--- src/rtl/lbm_fixed_divider.sv ---
// Iterative restoring signed fixed-point divider (one quotient bit per clock) for the LBM velocity terms.
// Optional macro LBM_DIV_SATURATE_EN clamps out-of-range results instead of wrapping.
module lbm_fixed_divider #(
  parameter int DATA_WIDTH = 32,
  parameter int FRAC_BITS  = 16
) (
  input  logic                         Clk,
  input  logic                         Reset,
  input  logic                         div_start,
  input  logic signed [DATA_WIDTH-1:0] dividend,
  input  logic signed [DATA_WIDTH-1:0] divisor,
  output logic signed [DATA_WIDTH-1:0] quotient,
  output logic                         div_valid,
  output logic                         div_busy,
  output logic                         div_by_zero
);

  localparam int N     = DATA_WIDTH + FRAC_BITS;
  localparam int CNT_W = $clog2(N + 1);

`ifdef LBM_DIV_SATURATE_EN
  localparam logic [N-1:0] SAT_HALF = N'(1) << (DATA_WIDTH - 1);
`endif

  typedef enum logic {IDLE, DIVIDE} state_t;

  state_t                 state;
  logic [N-1:0]           num_q;
  logic [DATA_WIDTH-1:0]  rem_q;
  logic [DATA_WIDTH-1:0]  dvs_q;
  logic                   neg_q;
  logic [CNT_W-1:0]       cnt_q;

  logic [DATA_WIDTH:0]    rem_shift;
  logic [DATA_WIDTH:0]    rem_sub;
  logic                   q_bit;
  logic [N-1:0]           num_next;

  // Unsigned magnitude; the most negative value maps to 2^(W-1), which is representable unsigned.
  function automatic logic [DATA_WIDTH-1:0] magnitude(input logic signed [DATA_WIDTH-1:0] v);
    logic [DATA_WIDTH-1:0] u;
    u = v;
    return v[DATA_WIDTH-1] ? (~u + 1'b1) : u;
  endfunction

  function automatic logic signed [DATA_WIDTH-1:0] apply_sign(input logic [N-1:0] raw,
                                                             input logic       neg);
    logic [DATA_WIDTH-1:0] mag;
    mag = raw[DATA_WIDTH-1:0];
`ifdef LBM_DIV_SATURATE_EN
    if (!neg && (raw >= SAT_HALF))
      return {1'b0, {(DATA_WIDTH-1){1'b1}}};
    if (neg && (raw > SAT_HALF))
      return {1'b1, {(DATA_WIDTH-1){1'b0}}};
`endif
    return neg ? (~mag + 1'b1) : mag;
  endfunction

  // Borrow out of the trial subtraction decides the quotient bit.
  always_comb begin
    rem_shift = {rem_q, num_q[N-1]};
    rem_sub   = rem_shift - {1'b0, dvs_q};
    q_bit     = ~rem_sub[DATA_WIDTH];
    num_next  = {num_q[N-2:0], q_bit};
  end

  always_ff @(posedge Clk or posedge Reset) begin
    if (Reset) begin
      state       <= IDLE;
      num_q       <= '0;
      rem_q       <= '0;
      dvs_q       <= '0;
      neg_q       <= 1'b0;
      cnt_q       <= '0;
      quotient    <= '0;
      div_valid   <= 1'b0;
      div_busy    <= 1'b0;
      div_by_zero <= 1'b0;
    end else begin
      div_valid <= 1'b0;
      case (state)
        IDLE: begin
          if (div_start) begin
            if (divisor == '0) begin
              quotient    <= '0;
              div_by_zero <= 1'b1;
              div_valid   <= 1'b1;
            end else begin
              neg_q    <= dividend[DATA_WIDTH-1] ^ divisor[DATA_WIDTH-1];
              dvs_q    <= magnitude(divisor);
              num_q    <= {magnitude(dividend), {FRAC_BITS{1'b0}}};
              rem_q    <= '0;
              cnt_q    <= CNT_W'(N);
              div_busy <= 1'b1;
              state    <= DIVIDE;
            end
          end
        end
        DIVIDE: begin
          rem_q <= q_bit ? rem_sub[DATA_WIDTH-1:0] : rem_shift[DATA_WIDTH-1:0];
          num_q <= num_next;
          cnt_q <= cnt_q - 1'b1;
          if (cnt_q == CNT_W'(1)) begin
            quotient    <= apply_sign(num_next, neg_q);
            div_valid   <= 1'b1;
            div_by_zero <= 1'b0;
            div_busy    <= 1'b0;
            state       <= IDLE;
          end
        end
        default: state <= IDLE;
      endcase
    end
  end

endmodule

--- config.mk ---
export PLATFORM = sky130hd
export DESIGN_NAME = lbm_fixed_divider
export DESIGN_NICKNAME = d
export VERILOG_FILES = /design/src/rtl/lbm_fixed_divider.sv
export SDC_FILE = /design/constraint.sdc
export NUM_CORES = 1
export LEC_CHECK = 0
export BUFFER_PORTS_ARGS = -buffer_cell sky130_fd_sc_hd__buf_2
export CAP_MARGIN = 25
export CORE_MARGIN = 1.5
export CORE_UTILIZATION = 25
export DETAILED_ROUTE_END_ITERATION = 6
export PLACE_DENSITY = 0.47
export REMOVE_ABC_BUFFERS = 1
export SLEW_MARGIN = 10
export SYNTH_ARGS = -nofsm -noshare
export SYNTH_HDL_FRONTEND = slang
export SYNTH_SLANG_ARGS = --single-unit
--- constraint.sdc ---
create_clock -name Clk -period 13.15 [get_ports Clk]
set_input_delay 3.2875 -clock Clk [delete_from_list [all_inputs] [get_ports Clk]]
set_output_delay 3.2875 -clock Clk [all_outputs]
set_load 0.02 [all_outputs]
==> impl_metrics.yaml <==
finish:
  drive_gt1_frac: 0.1500
  nets: 1333
  syn_to_final_growth_pct: 16.83
  utilization: 0.2981
sta:
  slew_headroom: 0.4836
  fmax_ghz: 0.1597
  rsz0062_at_grt: "no"
  finalHoldViolCount: 0
  worst_slew_pin_slew_ns: 0.7550
  whs_ns: 0.4765
  slew_violations: 0
  min_period_ns: 6.263
  layout_setup_ws_ns: 6.887
  clock_skew_ns: 0.009337
  tns_ns: 0
  fin_crit_sh: 0.4762
  finalSetupViolations: 0
clock_tree:
  post-cts-setup-buffers: 0
  htree_levels: 4
  cts_resized: 0
  cts_buffers: 17
  cts_tree: "yes"
  clkTransAtPathRegs_ns: 0.07
  clk_path_buf_depth: 2
  clock-root-buffer: "clkbuf_16"
  cts_num_sinks: 155
  clk_latency_ns: 0.43
  ctsHoldBuffers: 0
critical_path:
  worstPathMaxFanout: 72
  cpMaxStageDelayCell: "or4_4"
  rr_worst_depth: 18
  startpoint: "divisor[4]"
  r2r_end: "quotient[30]$_DFFE_PP0P_"
  slowest_delay_ns: 0.49
  r2r-start: "rem_q[7]$_DFFE_PP0P_"
  cp_cell_sequence: "buf_2, nor4_4, nand3_1, or4_4, or3_4, or3_1, nand2_4, buf_4, buf_16, nor2_1, a211oi_1, a21oi_1"
  startpoint_type: "input pin"
  crit_arrival_ns: 6.55
  cp-end-kind: "flip-flop"
  required_ns: 13.43
  critPathKind: "input pin to flip-flop"
  r2r_setup_slack_ns: 7.86
grt:
  grt_pass1_vias: 8078
  use_met3: 0.02306
  use_met1: 0.1805
  grt_pass1_wl_um: 43210
  grtUsageMet2: 0.2147
  grt-busiest-layer: "met2"
  grt_max_degree: 99
  antenna_found_initial: 1
  grt_overflow: 0
  grt_usage: 0.1320
detailed_routing:
  drt_iter0_markers: 366
  drc: 0
  drtPass1Iterations: 5
  ant_nets: 0
  viasPerCell: 4.666
  drt_wl_total_um: 26530
  vias: 8207
  wl_per_cell_um: 15.08
yosys:
  synth_top_cell_area_share: 0.3906
  async_flop_share: 1.000
  ys_top_cells_by_area: "dfrtp_1 39%, nand2_1 8.1%, xor2_1 6.7%, o21ai_1 5.6%, ha_1 4.7%"
  synth_warnings: 0
  synth_top_family_by_area: "compound AO/OA/AOI/OAI gates"
  synth_fa_ha_area_frac: 0.04864
  synthMuxAreaShare: 0.03150
  synth-xor-area-share: 0.1040
  yosysMostFrequentCell: "nand2_1"
  synthTopCellsByCount: "215 x nand2_1, 155 x dfrtp_1, 111 x o21ai_1"
  synthFlopType: "dfrtp_1"
  synth_edf_count: 0
  yosys.area.top_type: "dfrtp_1"
  ys_seq_area_frac: 0.3906
  postSynthAreaPerCell_um2: 8.582
  ys_seq_elements: 155
  synth_compound_area_frac: 0.2090
  synth.distinct_cells: 66
  syn_inst: 1157
  yosys.area_share.simple: 0.1691
  syn-cell-area_um2: 9930
worst_hold_path:
  min_to: "quotient[5]$_DFFE_PP0P_"
  hold_class: "flip-flop to flip-flop"
  hold_path_depth: 2
  hp-start: "quotient[5]$_DFFE_PP0P_"
placed_design:
  port_buffers: 101
  gp_congestion: 0.8139
  place_ws_ns: 6.204
  hpwlAfterDp_um: 18740
die:
  die-width_um: 202.3
  die-area_um2: 40920
  start_util: 0.2551
  die_height_um: 202.3
  rows: 72
  io_pins: 102
  core_um2: 38920
power:
  peakVddDrop_v: 0.0001324
  p_leak_nw: 5.113
  cellPowerDensity_nw_per_um2: 286.0
run_status:
  outcome: "finished clean"
flow_run:
  max_cap_viol_count: 0
power by group:
group | switching [mW] | total [mW] | internal [mW]
clock | 0.207 | 0.553 | 0.346
combinational | 1.03 | 1.85 | 0.814
sequential | 0.198 | 0.916 | 0.718
sequential cells by signal, indices dropped and copies added, names as in the netlist:
name / count
div_by_zero: 1
num_q: 48
state: 1
div_busy: 1
dvs_q: 32
quotient: 32
div_valid: 1
neg_q: 1
rem_q: 32
cnt_q: 6
area by class of cell:
cell class	count	area, um^2
Clock buffer	20	456.7
Inverter	47	181.4
Clock inverter	11	193.9
Sequential cell	155	3882
Multi-Input combinational cell	894	5593
Timing Repair Buffer	113	643.1
Antenna cell	1	2.502
Tap cell	518	648.1
Fill cell	4204	27320
metrics by stage:
step	instances	total power [mW]	instance area (um^2)
5_1_grt	1758	3.634	11600
2_1_floorplan	1096	2.304	9638
3_3_place_gp	1724	2.764	10880
6_report	1759	3.318	11600
3_5_place_dp	1724	2.784	10880
4_1_cts	1755	3.357	11530
how the worst max path moves through the flow:
stage                            end  slack, ns
6_report       num_q[38]$_DFFE_PP0P_       6.89
5_1_grt        num_q[38]$_DFFE_PP0P_       6.70
4_1_cts        num_q[38]$_DFFE_PP0P_       6.69
3_5_place_dp   num_q[38]$_DFFE_PP0P_       6.20
3_3_place_gp   num_q[38]$_DFFE_PP0P_       6.23
2_1_floorplan   cnt_q[0]$_DFFE_PP0P_       5.68
cells by family after synthesis:
kind of cell,Yosys count
flip-flops,155
multiplexers,29
AO/OA/AOI/OAI,345
adder cells (fa/ha/maj),38
XOR/XNOR,117
AND/OR/NAND/NOR,365
buffers and inverters,108
placed cells by master, fill, tap and decap left out, types with 5 or more instances in the layout:
master     netlist  final
mux2_2          18     18
a211oi_1         5      5
o21ai_1        111    111
nor2_1          55     53
nand2b_1         6      6
buf_4            6      9
dfrtp_1        155    154
ha_1            37     37
a21o_1          19     19
o211ai_1         7      7
bufinv_16        0      5
a31oi_1          9      9
o221ai_1         6      6
buf_2           14    101
mux2i_1         11     11
nand2_1        215    215
a22oi_1          6      6
or3_1           15     15
clkbuf_16        0     17
nand4_1          6      6
or4_1           14     14
xnor2_1         40     40
o41ai_1         15     15
nor2b_1          6      6
xor2_1          76     76
inv_1           46     45
o31ai_1         24     24
nand3_1         10     10
o21ai_0         57     57
a21oi_1         61     61
nor3_1          10     10
worst max-delay path, delay by kind of cell:
family | cells | cell delay, ns
compound gates | 2 | 0.28
simple gates | 7 | 2.17
buf+inv | 3 | 0.73
layer usage:
metal | up-vias | part of all wire
li1 | 4213 | -
met1 | 3888 | 0.50
met2 | 88 | 0.47
met3 | 18 | 0.021
met4 | 0 | 0.0091
met5 | - | 0
Power figures use the tool's default switching activity.
